## src/rtl/vend_change_dispenser_pkg.sv

```systemverilog
// Shared vending definitions: state encoding, coin denominations and the
// default timing parameters of the change dispenser.
package vend_change_dispenser_pkg;

  localparam int CREDIT_W_DEF  = 4;
  localparam int PULSE_LEN_DEF = 4;
  localparam int TIMEOUT_DEF   = 64;
  localparam int GAP_LEN_DEF   = 8;
  localparam int MAX_RETRY_DEF = 3;

  // Coin values of the two hoppers, in credit units.
  localparam int DENOM_HI = 5;
  localparam int DENOM_LO = 1;

  typedef enum logic [2:0] {
    ST_IDLE       = 3'd0,
    ST_SELECT     = 3'd1,
    ST_PULSE      = 3'd2,
    ST_WAIT_SENSE = 3'd3,
    ST_GAP        = 3'd4,
    ST_DONE       = 3'd5,
    ST_FAULT      = 3'd6
  } vend_state_e;

  // Value of the coin currently being paid.
  function automatic int denom_units(input logic use_hi);
    return use_hi ? DENOM_HI : DENOM_LO;
  endfunction

  // Counter width able to hold the largest reload value of the shared timer.
  function automatic int timer_width(input int a, input int b, input int c);
    int m;
    m = a;
    if (b > m) m = b;
    if (c > m) m = c;
    return $clog2(m) + 1;
  endfunction

endpackage

```

## src/rtl/vend_change_dispenser_if.sv

```systemverilog
// Bus between the vending controller / coin mechanics and the dispenser.
//
// Handshake: refund_valid/refund_amt are offered by the controller and held
// until accepted; a transfer happens on the rising clock edge where both
// refund_valid and refund_ready are high. refund_ready never depends on
// refund_valid, and refund_valid is ignored while refund_ready is low.
interface vend_change_dispenser_if #(
  parameter int CREDIT_W = 4
);
  import vend_change_dispenser_pkg::*;

  logic                refund_valid;
  logic [CREDIT_W-1:0] refund_amt;
  logic                refund_ready;
  logic                hop5_empty;
  logic                hop1_empty;
  logic                coin_sense;
  logic                pay5;
  logic                pay1;
  logic [CREDIT_W-1:0] remaining;
  logic                done;
  logic                fault;
  logic                clear_fault;
  vend_state_e         dbg_state;

  // Controller / coin-mechanics side.
  modport master (
    output refund_valid, refund_amt, hop5_empty, hop1_empty, coin_sense,
           clear_fault,
    input  refund_ready, pay5, pay1, remaining, done, fault, dbg_state
  );

  // Dispenser side.
  modport slave (
    input  refund_valid, refund_amt, hop5_empty, hop1_empty, coin_sense,
           clear_fault,
    output refund_ready, pay5, pay1, remaining, done, fault, dbg_state
  );

endinterface

```

## src/rtl/vend_cycle_timer.sv

```systemverilog
// Loadable down-counter with an expiry flag. A load sets the count; the
// counter then steps down once per cycle and parks at zero, where expired_o
// is high. Loading N-1 therefore gives a phase of exactly N cycles.
module vend_cycle_timer #(
  parameter int W = 7
) (
  input  logic         clk,
  input  logic         reset_n,
  input  logic         load_i,
  input  logic [W-1:0] load_val_i,
  output logic         expired_o
);

  logic [W-1:0] count_q;
  logic [W-1:0] count_d;

  // Next count: load wins, otherwise count down and hold at zero.
  always_comb begin
    count_d = count_q;
    if (load_i) begin
      count_d = load_val_i;
    end else if (count_q != '0) begin
      count_d = count_q - 1'b1;
    end
  end

  // Count register.
  always_ff @(posedge clk or negedge reset_n) begin
    if (!reset_n) begin
      count_q <= '0;
    end else begin
      count_q <= count_d;
    end
  end

  assign expired_o = (count_q == '0);

endmodule

```

## src/rtl/vend_change_dispenser.sv

```systemverilog
// Change dispenser: accepts a refund amount and pays it out through a
// 5-unit and a 1-unit hopper, confirming each coin on the drop sensor,
// retrying missed coins and latching a fault when payout cannot finish.
module vend_change_dispenser
  import vend_change_dispenser_pkg::*;
#(
  parameter int CREDIT_W  = CREDIT_W_DEF,
  parameter int PULSE_LEN = PULSE_LEN_DEF,
  parameter int TIMEOUT   = TIMEOUT_DEF,
  parameter int GAP_LEN   = GAP_LEN_DEF,
  parameter int MAX_RETRY = MAX_RETRY_DEF
) (
  input  logic                   clk,
  input  logic                   reset_n,
  vend_change_dispenser_if.slave bus
);

  localparam int TIMER_W = timer_width(PULSE_LEN, TIMEOUT, GAP_LEN);
  localparam int RETRY_W = $clog2(MAX_RETRY + 1);

  localparam logic [TIMER_W-1:0] PULSE_LOAD = TIMER_W'(PULSE_LEN - 1);
  localparam logic [TIMER_W-1:0] WAIT_LOAD  = TIMER_W'(TIMEOUT - 1);
  localparam logic [TIMER_W-1:0] GAP_LOAD   = TIMER_W'(GAP_LEN - 1);
  localparam logic [CREDIT_W-1:0] HI_UNITS  = CREDIT_W'(DENOM_HI);
  localparam logic [CREDIT_W-1:0] LO_UNITS  = CREDIT_W'(DENOM_LO);
  localparam logic [RETRY_W-1:0]  RETRY_LIM = RETRY_W'(MAX_RETRY);

  vend_state_e         state_q, state_d;
  logic [CREDIT_W-1:0] rem_q, rem_d;
  logic [RETRY_W-1:0]  retry_q, retry_d;
  logic                denom_hi_q, denom_hi_d;

  logic                tmr_load;
  logic [TIMER_W-1:0]  tmr_val;
  logic                tmr_expired;
  logic [RETRY_W-1:0]  retry_inc;

  assign retry_inc = retry_q + 1'b1;

  // One timer serves the pulse, sense-wait and inter-coin gap phases.
  vend_cycle_timer #(
    .W (TIMER_W)
  ) u_timer (
    .clk        (clk),
    .reset_n    (reset_n),
    .load_i     (tmr_load),
    .load_val_i (tmr_val),
    .expired_o  (tmr_expired)
  );

  // Next-state logic for the payout sequencer and its credit/retry registers.
  always_comb begin
    state_d    = state_q;
    rem_d      = rem_q;
    retry_d    = retry_q;
    denom_hi_d = denom_hi_q;
    tmr_load   = 1'b0;
    tmr_val    = '0;
    unique case (state_q)
      ST_IDLE: begin
        if (bus.refund_valid) begin
          rem_d   = bus.refund_amt;
          retry_d = '0;
          state_d = (bus.refund_amt == '0) ? ST_DONE : ST_SELECT;
        end
      end
      ST_SELECT: begin
        // Hopper flags are looked at afresh for every coin, so an emptied
        // 5-unit hopper falls back to paying in 1s.
        if (rem_q == '0) begin
          state_d = ST_DONE;
        end else if (rem_q >= HI_UNITS && !bus.hop5_empty) begin
          denom_hi_d = 1'b1;
          tmr_load   = 1'b1;
          tmr_val    = PULSE_LOAD;
          state_d    = ST_PULSE;
        end else if (rem_q >= LO_UNITS && !bus.hop1_empty) begin
          denom_hi_d = 1'b0;
          tmr_load   = 1'b1;
          tmr_val    = PULSE_LOAD;
          state_d    = ST_PULSE;
        end else begin
          state_d = ST_FAULT;
        end
      end
      ST_PULSE: begin
        if (tmr_expired) begin
          tmr_load = 1'b1;
          tmr_val  = WAIT_LOAD;
          state_d  = ST_WAIT_SENSE;
        end
      end
      ST_WAIT_SENSE: begin
        // A sense in the final wait cycle still counts as a delivered coin.
        if (bus.coin_sense) begin
          rem_d    = rem_q - CREDIT_W'(denom_units(denom_hi_q));
          retry_d  = '0;
          tmr_load = 1'b1;
          tmr_val  = GAP_LOAD;
          state_d  = ST_GAP;
        end else if (tmr_expired) begin
          retry_d = retry_inc;
          if (retry_inc == RETRY_LIM) begin
            state_d = ST_FAULT;
          end else begin
            tmr_load = 1'b1;
            tmr_val  = PULSE_LOAD;
            state_d  = ST_PULSE;
          end
        end
      end
      ST_GAP: begin
        if (tmr_expired) begin
          state_d = ST_SELECT;
        end
      end
      ST_DONE: begin
        state_d = ST_IDLE;
      end
      ST_FAULT: begin
        // Unpaid credit stays visible until the fault is acknowledged.
        if (bus.clear_fault) begin
          rem_d   = '0;
          retry_d = '0;
          state_d = ST_IDLE;
        end
      end
      default: begin
        state_d = ST_IDLE;
      end
    endcase
  end

  // State, credit and retry registers; reset aborts any payout in progress.
  always_ff @(posedge clk or negedge reset_n) begin
    if (!reset_n) begin
      state_q    <= ST_IDLE;
      rem_q      <= '0;
      retry_q    <= '0;
      denom_hi_q <= 1'b0;
    end else begin
      state_q    <= state_d;
      rem_q      <= rem_d;
      retry_q    <= retry_d;
      denom_hi_q <= denom_hi_d;
    end
  end

  // Outputs decode the state register only, so reset drops them at once.
  assign bus.refund_ready = (state_q == ST_IDLE);
  assign bus.pay5         = (state_q == ST_PULSE) &&  denom_hi_q;
  assign bus.pay1         = (state_q == ST_PULSE) && !denom_hi_q;
  assign bus.remaining    = rem_q;
  assign bus.done         = (state_q == ST_DONE);
  assign bus.fault        = (state_q == ST_FAULT);
  assign bus.dbg_state    = state_q;

endmodule

```

## src/flat_wrapper.sv

```systemverilog
// flat-port wrapper written by rule: the top's interface ports become plain ports
module vend_change_dispenser_flat import vend_change_dispenser_pkg::*;
#(
  parameter int CREDIT_W  = CREDIT_W_DEF,
  parameter int PULSE_LEN = PULSE_LEN_DEF,
  parameter int TIMEOUT   = TIMEOUT_DEF,
  parameter int GAP_LEN   = GAP_LEN_DEF,
  parameter int MAX_RETRY = MAX_RETRY_DEF
)
  (clk, reset_n, bus_refund_valid, bus_refund_amt, bus_hop5_empty, bus_hop1_empty, bus_coin_sense, bus_clear_fault, bus_refund_ready, bus_pay5, bus_pay1, bus_remaining, bus_done, bus_fault, bus_dbg_state);
  vend_change_dispenser_if #(.CREDIT_W(CREDIT_W)) bus_i ();
  input  logic clk;
  input  logic reset_n;
  input wire logic [$bits(bus_i.refund_valid)-1:0] bus_refund_valid;
  input wire logic [$bits(bus_i.refund_amt)-1:0] bus_refund_amt;
  input wire logic [$bits(bus_i.hop5_empty)-1:0] bus_hop5_empty;
  input wire logic [$bits(bus_i.hop1_empty)-1:0] bus_hop1_empty;
  input wire logic [$bits(bus_i.coin_sense)-1:0] bus_coin_sense;
  input wire logic [$bits(bus_i.clear_fault)-1:0] bus_clear_fault;
  output wire logic [$bits(bus_i.refund_ready)-1:0] bus_refund_ready;
  output wire logic [$bits(bus_i.pay5)-1:0] bus_pay5;
  output wire logic [$bits(bus_i.pay1)-1:0] bus_pay1;
  output wire logic [$bits(bus_i.remaining)-1:0] bus_remaining;
  output wire logic [$bits(bus_i.done)-1:0] bus_done;
  output wire logic [$bits(bus_i.fault)-1:0] bus_fault;
  output wire logic [$bits(bus_i.dbg_state)-1:0] bus_dbg_state;
  assign bus_i.refund_valid = bus_refund_valid;
  assign bus_i.refund_amt = bus_refund_amt;
  assign bus_i.hop5_empty = bus_hop5_empty;
  assign bus_i.hop1_empty = bus_hop1_empty;
  assign bus_i.coin_sense = bus_coin_sense;
  assign bus_i.clear_fault = bus_clear_fault;
  assign bus_refund_ready = bus_i.refund_ready;
  assign bus_pay5 = bus_i.pay5;
  assign bus_pay1 = bus_i.pay1;
  assign bus_remaining = bus_i.remaining;
  assign bus_done = bus_i.done;
  assign bus_fault = bus_i.fault;
  assign bus_dbg_state = bus_i.dbg_state;
  vend_change_dispenser #(.CREDIT_W(CREDIT_W), .PULSE_LEN(PULSE_LEN), .TIMEOUT(TIMEOUT), .GAP_LEN(GAP_LEN), .MAX_RETRY(MAX_RETRY)) u_core (.clk(clk), .reset_n(reset_n), .bus(bus_i));
endmodule
```

## config.mk

```make
export PLATFORM = sky130hd
export DESIGN_NAME = vend_change_dispenser_flat
export DESIGN_NICKNAME = d
export VERILOG_FILES = /design/src/rtl/vend_change_dispenser_pkg.sv /design/src/rtl/vend_change_dispenser_if.sv /design/src/rtl/vend_cycle_timer.sv /design/src/rtl/vend_change_dispenser.sv /design/src/flat_wrapper.sv
export SDC_FILE = /design/constraint.sdc
export NUM_CORES = 1
export LEC_CHECK = 0
export ABC_AREA = 1
export ABC_CLOCK_PERIOD_IN_PS = 2100
export BUFFER_PORTS_ARGS = -buffer_cell sky130_fd_sc_hd__buf_2
export CORE_MARGIN = 2
export CORE_UTILIZATION = 35
export DETAILED_ROUTE_END_ITERATION = 8
export PLACE_DENSITY = 0.53
export SLEW_MARGIN = 40
export SYNTH_ARGS = -nofsm -noshare
export SYNTH_HDL_FRONTEND = slang
export SYNTH_HIERARCHICAL = 1
export SYNTH_SLANG_ARGS = --single-unit
export TNS_END_PERCENT = 10
```

## constraint.sdc

```tcl
create_clock -name clk -period 2.1 [get_ports clk]
set_clock_uncertainty 0.15 [all_clocks]
set_input_delay 0.21 -clock clk [delete_from_list [all_inputs] [get_ports clk]]
set_output_delay 0.21 -clock clk [all_outputs]
set_load 0.1 [all_outputs]
```

# ---- Word-level counts from Yosys, hierarchy flattened
# Cells that the tools add are included.
dict set report word_totals {
  register_bits 17
  inputBits 11
  output_inout_bits 12
  wordCells 85
}
dict set report classes {
  n_addsub 3
  magnitude_cmp 2
  eq_ne 13
  muxes 42
  bitwise_logic 1
  reduce_logical 19
}
# op n
set op_table {}
lappend op_table {{7-bit two-way mux} 6}
lappend op_table {{3-bit two-way mux} 12}
lappend op_table {{7-bit case mux with 3 select lines} 1}
lappend op_table {{3-bit case mux with 6 select lines} 1}
lappend op_table {{2-bit two-way mux} 6}
lappend op_table {{4-bit two-way mux} 3}
lappend op_table {{4-bit case mux with 3 select lines} 1}
lappend op_table {{3-bit == test (second input constant)} 3}
lappend op_table {{1-bit two-way mux} 9}
lappend op_table {{4-bit zero test} 2}
lappend op_table {{4-bit AND reduction} 2}
lappend op_table {{7-bit zero test} 1}
lappend op_table {{7-bit nonzero test} 1}
lappend op_table {{7-bit by 1-bit subtractor with 7-bit output (second input constant)} 1}
lappend op_table {{3-bit by 2-bit == test with 1-bit output (second input constant)} 2}
lappend op_table {{6-bit two-way mux} 1}
lappend op_table {{2-bit inequality test (second input constant)} 3}
lappend op_table {{2-bit case mux with 3 select lines} 1}
lappend op_table {{5-bit AND reduction} 1}
lappend op_table {{4-bit by 1-bit greater-or-equal comparator with 1-bit output (second input constant)} 1}
lappend op_table {{4-bit by 3-bit greater-or-equal comparator with 1-bit output (second input constant)} 1}
lappend op_table {{1-bit logical AND} 4}
lappend op_table {{2-bit by 1-bit inequality test with 1-bit output (second input constant)} 2}
lappend op_table {{2-bit nonzero test} 2}
lappend op_table {{other kinds (11)} 13}

# ---- Longest topological paths before layout
# Gate-level depths: netlist of the first run.
dict set report depth {
  ltp_word 7
  depth_mapped 14
  ltp_nobuf 13
}

# ---- Modules after synthesis
# Netlist of the first run, hierarchy kept.
# module instances cells_per_inst area_per_inst_um2 seq_area_each_um2
set by_module_without_submodules {}
lappend by_module_without_submodules {vend_change_dispenser 1 141 935.9 250.2}
lappend by_module_without_submodules {vend_cycle_timer 1 59 483.0 175.2}

# ---- Least setup slack after synthesis of the first run
# Ideal clock, no wire load.
dict set report synth_timing {
  path_kind {register to output}
  start {register u_core.state_q[2] (netlist: u_core/bus.dbg_state[2])}
  end {output port bus_done}
  arrival_ps 3344
  required_time_ps 1740
  slack_ps -1604
  path_stages_with_launch 3
  path_buffers 0
  path_cell_list {dfrtp_1 inv_2 nor3_1}
}
dict set report synth_between {
  elab_chain_cells 1
}
# item line
set synth_lines {}
lappend synth_lines {{start, declared} vend_change_dispenser.sv:28} ;# vend_state_e state_q, state_d;
lappend synth_lines {{start signal, assigned} vend_change_dispenser.sv:142} ;# state_q <= state_d;
lappend synth_lines {{3-bit == test} vend_change_dispenser.sv:154} ;# assign bus.done = (state_q == ST_DONE);
lappend synth_lines {{end, declared} flat_wrapper.sv:24} ;# output wire logic [$bits(bus_i.done)-1:0] bus_done;
# No other way between the ends.

# ---- Worst setup path after layout of the first run
dict set report layout_timing {
  start {register u_core.state_q[1] (netlist: u_core/bus.dbg_state[1])}
  end {output port bus_refund_ready}
}
dict set report layout_between {
  elab_chain_cells 1
}
# item line
set layout_lines {}
lappend layout_lines {{3-bit zero test} vend_change_dispenser.sv:150} ;# assign bus.refund_ready = (state_q == ST_IDLE);
lappend layout_lines {{end, declared} flat_wrapper.sv:20} ;# output wire logic [$bits(bus_i.refund_ready)-1:0] bus_refund_ready;
# No other way between the ends.

==> results.sh, run 1 <==
export IMPL_setup_viol=0
export IMPL_hold_depth=4
export IMPL_crit_start="u_core/bus.dbg_state[1]"
export IMPL_finalMaxSlewViolations=0
export IMPL_vias=1286
export IMPL_seqCellArea_sq_um=446.7
export IMPL_hold_end="u_core/denom_hi_q"
export IMPL_nFillCells=413
export IMPL_dp_hpwl_microns=2551
export IMPL_worstPathArrival_ns=1.62
export IMPL_mostFrequentLayoutCell="nand2_1"
export IMPL_grt_use_total_pct=15.38
export IMPL_rows=23
export IMPL_min_path_type="in -> reg"
export IMPL_drtIter0Drc=39
export IMPL_finalHoldViolations=0
export IMPL_syn_area_sq_um=1419
export IMPL_fp_dieW_microns=67.67
export IMPL_die_h_microns=67.67
export IMPL_grt_antenna_before_repair=0
export IMPL_cts_tree="yes"
export IMPL_r2r_start="u_core/bus.remaining[0]"
export IMPL_final_cell_mix="nand2_1 (58), nand3_1 (20), buf_2 (19)"
export IMPL_ioPinCount=23
export IMPL_max_clock_path_buffers=2
export IMPL_multi_input_area_sq_um=939.7
export IMPL_synth_seq_cells=17
export IMPL_crit_required_ns=1.74
export IMPL_max_freq_mhz=504.8
export IMPL_end_kind="output pin"
export IMPL_yosysWarnings=6
export IMPL_drive_above_1_share_pct=34.33
export IMPL_ant_nets=0
export IMPL_synthDistinctLibCells=29
export IMPL_grt_start_max_net_pins=18
export IMPL_wl_per_cell_microns=11.25
export IMPL_worstPathCellList="buf_4 -> nor2_2 -> nand2_2 -> inv_2 -> clkbuf_4"
export IMPL_r2r_slack_ns=0.19
export IMPL_rsz0062_at_grt="no"
export IMPL_crit_slowest_cell="dfrtp_4"
export IMPL_syn_inst=200
export IMPL_numPortBuffers=22
export IMPL_die_area_sq_um=4579
export IMPL_root_buffer="clkbuf_8"
export IMPL_avgSynthCellArea_sq_um=7.094
export IMPL_gr_total_overflow=0
export IMPL_critPathKind="reg -> out"
export IMPL_area_delta_synth_final_pct=26.45
export IMPL_critPathMaxStageDelay_ns=0.47
export IMPL_min_delay_start="bus_hop5_empty"
export IMPL_numCtsBuffers=3
export IMPL_r2r_worst_path_cells=13
export IMPL_synth_nets=218
export IMPL_ys_seq_area_share_pct=29.98
export IMPL_r2r_end="u_core/u_timer/count_q[1]"
export IMPL_drc=0
export IMPL_clk_pin_slew_ns=0.08
export IMPL_path_delay_family="buffers and inverters"
export IMPL_fin_crit_sh_pct=94.33
export IMPL_gp_congestion=0.7629
export IMPL_worstSkewPairLatency_ns=0.25
export IMPL_antennaDiodeCount=0
export IMPL_grt_pass1_vias=1225
export IMPL_fin_crit_ns=1.981
export IMPL_path_buf_inv=3
export IMPL_crit_fanout=8
export IMPL_wl_microns=3183
export IMPL_firstDrtPassIters=4
export IMPL_initial_core_util_pct=35.99
export IMPL_fin_tns_setup_ns=0
export IMPL_nNetsFinal=252
export IMPL_cts_sink_count=17
export IMPL_drv_cap=0
export IMPL_core_area_sq_um=3943
export IMPL_viasPerCell=4.544
export IMPL_htree_levels=1
export IMPL_status="completed"
export IMPL_hold_slack_ns=0.1388
export IMPL_grt_pass1_wl_microns=5299
export IMPL_start_kind="flop"
[kinds of logic after synthesis]
family	after synthesis	synth area share, %
AOI/OAI and AO/OA	20	7.760
and+or+nand+nor	127	47.27
buffers and inverters	25	6.701
adders and majority gates	7	6.173
other	1	0.2643
xor gates and xnor gates	3	1.852
DFF	17	29.98
[state kept, by name, indices dropped and copies added (netlist names)]
register / cells
u_core/bus.dbg_state: 3
u_core/denom_hi_q: 1
u_core/bus.remaining: 4
u_core/retry_q: 2
u_core/u_timer/count_q: 7
[worst min-delay path, stage by stage]
cell     delay, ns
buf_2         0.08
nor2_1        0.04
nand2_1       0.08
o21ai_0       0.09
[how the worst max path moves through the flow]
| stage | endpoint | depth (start not counted) |
|---|---|---|
| CTS | bus_refund_ready | 5 |
| finish | bus_refund_ready | 5 |
| detailed placement | u_core/u_timer/count_q[5] | 13 |
| global placement | u_core/u_timer/count_q[5] | 13 |
| global route | u_core/u_timer/count_q[6] | 13 |
| floorplan | u_core/u_timer/count_q[1] | 9 |
[Yosys cell counts]
cell | number | area, sq um
nand2_1 | 59 | 221.5
nand3_1 | 21 | 105.1
inv_1 | 20 | 75.07
dfrtp_1 | 17 | 425.4
nor2_1 | 17 | 63.81
o21ai_0 | 13 | 65.06
ha_1 | 7 | 87.58
nand2_2 | 6 | 37.54
nor2_2 | 5 | 31.28
nor2_4 | 5 | 56.30
inv_2 | 4 | 15.01
nand2_4 | 4 | 45.04
a21oi_1 | 2 | 10.01
a21oi_2 | 2 | 17.52
nand3_4 | 2 | 35.03
o21ai_1 | 2 | 10.01
xor2_1 | 2 | 17.52
buf_2 | 1 | 5.000
conb_1 | 1 | 3.750
nand3_2 | 1 | 10.01
nand3b_1 | 1 | 7.510
nand3b_2 | 1 | 11.26
nand4_1 | 1 | 6.260
nor2_8 | 1 | 20.02
nor3_1 | 1 | 5.000
o21bai_1 | 1 | 7.510
or2_2 | 1 | 6.260
or2_4 | 1 | 8.760
xnor2_1 | 1 | 8.760
[area by class of cell]
type / instances / share of cell area [%]
Inverter: 24 / 5.021
Multi-Input combinational cell: 158 / 52.37
Timing Repair Buffer: 30 / 11.65
Clock buffer: 3 / 2.301
Clock inverter: 1 / 0.2789
Sequential cell: 17 / 24.90
Tap cell: 50 / 3.487
[stage by stage]
step	cell area [sq um]	setup slack, ns	utilization (%)	std cells
final	1794	0.1191	45.51	283
after global routing	1794	0.02529	45.51	283
after CTS	1765	0.008583	44.78	282
after detailed placement	1709	0.06175	43.35	277
after global placement	1709	0.1277	43.35	277
after floorplan	1466	0.004893	-	200
[timing repair]
action	4_1_cts	5_1_grt
gates resized for setup	0	8
hold endpoints to repair	17	0
setup endpoints to repair	0	8
hold buffers	1	0
setup buffers	0	1
[per-layer routing]
metal / vias up / GRT usage (%) / routed length, microns
li1: 698 / - / -
met1: 572 / 20.31 / 1554
met2: 14 / 26.35 / 1542
met3: 2 / 2.000 / 65
met4: 0 / 3.827 / 19
met5: - / 0 / 0
Power of run 1 is not shown: default switching activity piles up to over one toggle a cycle in this logic, so the estimate is an artifact.
==> run 2: changes to the inputs <==
--- a/config.mk
+++ b/config.mk
@@ -6,7 +6,7 @@
 export NUM_CORES = 1
 export LEC_CHECK = 0
 export ABC_AREA = 1
-export ABC_CLOCK_PERIOD_IN_PS = 2100
+export ABC_CLOCK_PERIOD_IN_PS = 2000
 export BUFFER_PORTS_ARGS = -buffer_cell sky130_fd_sc_hd__buf_2
 export CORE_MARGIN = 2
 export CORE_UTILIZATION = 35
==> constraint.sdc (replaced) <==
create_clock -name clk -period 2 [get_ports clk]
set_clock_uncertainty 0.15 [all_clocks]
set_input_delay 0.2 -clock clk [delete_from_list [all_inputs] [get_ports clk]]
set_output_delay 0.2 -clock clk [all_outputs]
set_load 0.1 [all_outputs]
==> results.sh, run 2 (same netlist as run 1, synthesis figures left out) <==
export IMPL_hold_end="u_core/denom_hi_q"
export IMPL_max_clock_path_buffers=2
export IMPL_clk_pin_slew_ns=0.07
export IMPL_drtIter0Drc=41
export IMPL_multi_input_area_sq_um=965.9
export IMPL_end_kind="output pin"
export IMPL_grt_pass1_wl_microns=5147
export IMPL_grt_antenna_before_repair=0
export IMPL_cp_depth=4
export IMPL_rows=23
export IMPL_numPortBuffers=22
export IMPL_fin_crit_sh_pct=94.20
export IMPL_drive_above_1_share_pct=37.39
export IMPL_final_cell_mix="nand2_1 (56), buf_2 (20), nand3_1 (19)"
export IMPL_nFillCells=385
export IMPL_drc=0
export IMPL_critPathMaxStageDelay_ns=0.53
export IMPL_cp_common_cell="inv_2"
export IMPL_die_area_sq_um=4579
export IMPL_fin_crit_ns=1.884
export IMPL_mostFrequentLayoutCell="nand2_1"
export IMPL_ioPinCount=23
export IMPL_firstDrtPassIters=4
export IMPL_grt_pass1_vias=1192
export IMPL_dpl_cell_count=280
export IMPL_cts_sink_count=17
export IMPL_finalHoldViolations=0
export IMPL_path_delay_family="buffers and inverters"
export IMPL_drv_cap=0
export IMPL_viasPerCell=4.451
export IMPL_ant_nets=0
export IMPL_status="completed"
export IMPL_path_buf_inv=3
export IMPL_worstSkewPairLatency_ns=0.25
export IMPL_area_delta_synth_final_pct=32.10
export IMPL_wl_per_cell_microns=10.61
export IMPL_numCtsBuffers=3
export IMPL_min_path_type="in -> reg"
export IMPL_seqCellArea_sq_um=446.7
export IMPL_antennaDiodeCount=0
export IMPL_gp_congestion=0.7526
export IMPL_dp_hpwl_microns=2474
export IMPL_core_area_sq_um=3943
export IMPL_crit_required_ns=1.65
export IMPL_start_kind="flop"
export IMPL_vias=1282
export IMPL_crit_fanout=7
export IMPL_die_h_microns=67.67
export IMPL_grt_use_total_pct=14.86
export IMPL_stdcell_count=288
export IMPL_grt_start_max_net_pins=18
export IMPL_max_freq_mhz=530.8
export IMPL_cts_tree="yes"
export IMPL_r2r_worst_path_cells=14
export IMPL_regMostFlops="u_core/u_timer/count_q"
export IMPL_setup_ws_ns=0.1159
export IMPL_fin_tns_setup_ns=0
export IMPL_r2r_start="u_core/bus.remaining[1]"
export IMPL_wl_microns=3057
export IMPL_root_buffer="clkbuf_8"
export IMPL_worstPathCellList="inv_2 -> nand3_4 -> inv_2 -> buf_2"
export IMPL_critPathKind="reg -> out"
export IMPL_dp_slack_ns=0.05131
export IMPL_largest_register_ffs=7
export IMPL_r2r_slack_ns=0.13
export IMPL_r2r_end="u_core/u_timer/count_q[0]"
export IMPL_gr_total_overflow=0
export IMPL_min_delay_start="bus_hop5_empty"
export IMPL_fp_dieW_microns=67.67
export IMPL_finalMaxSlewViolations=0
export IMPL_initial_core_util_pct=35.99
export IMPL_rsz0062_at_grt="no"
export IMPL_final_util_pct=47.54
export IMPL_worstPathArrival_ns=1.53
export IMPL_crit_slowest_cell="dfrtp_4"
export IMPL_htree_levels=1
export IMPL_nNetsFinal=257
export IMPL_setup_viol=0
export IMPL_hold_depth=4
run 2: cell types whose count changed in the layout (fill, tap and decap cells not counted), moves of 2 or more:
cell,previous run,this run
buf_4,6,10
inv_2,6,3
inv_4,0,3
nand2_1,58,56
nand2_2,7,9
run 2: metal layers:
layer	GRT usage [%]	share of wire [%]	vias up	wire, microns
li1	-	-	705	-
met1	19.96	50	560	1540
met2	24.88	46	15	1420
met3	2.167	2.6	2	78
met4	3.827	0.62	0	19
met5	0	0	-	0
run 2: through the flow:
stage,instance area (sq um),hold WS (ns)
global route,1874,0.1327
floorplan,1474,-0.2456
CTS,1809,0.1180
detailed placement,1754,0.009271
global placement,1754,0.01251
finish,1874,0.1178
run 2: area by class of cell:
type                            count  area share (%)
Clock buffer                        4           2.403
Sequential cell                    17           23.83
Timing Repair Buffer               35           13.68
Inverter                           24           5.207
Multi-Input combinational cell    158           51.54
Tap cell                           50           3.338
run 2: how the worst max path moves through the flow:
stage	start	end
floorplan	u_core/bus.remaining[0]	u_core/u_timer/count_q[1]
global placement	u_core/bus.remaining[0]	u_core/u_timer/count_q[1]
detailed placement	u_core/bus.remaining[0]	u_core/u_timer/count_q[1]
CTS	u_core/bus.remaining[0]	u_core/u_timer/count_q[1]
global route	u_core/bus.remaining[1]	u_core/u_timer/count_q[5]
finish	u_core/bus.dbg_state[0]	bus_fault
run 2: worst reg2reg max path, stage by stage, from the launching register on:
cell and delay [ns]:
dfrtp_4 0.51, inv_4 0.09, ha_4 0.12, inv_1 0.05, nor2_1 0.10, nand2_1 0.05, nand2_1 0.08, nand2_1 0.06
nand2_2 0.10, nand3_4 0.09, buf_6 0.14, nand2_1 0.05, o21ai_0 0.07, nand2_1 0.06, o21ai_1 0.05
run 2: repair_timing:
item | in CTS | in global routing
endpoints found under the setup margin | 0 | 7
endpoints found under the hold margin | 17 | 0
hold buffers | 1 | 0
setup buffers | 0 | 2
gates resized for setup | 0 | 14
Power of run 2 is left out for the same reason.
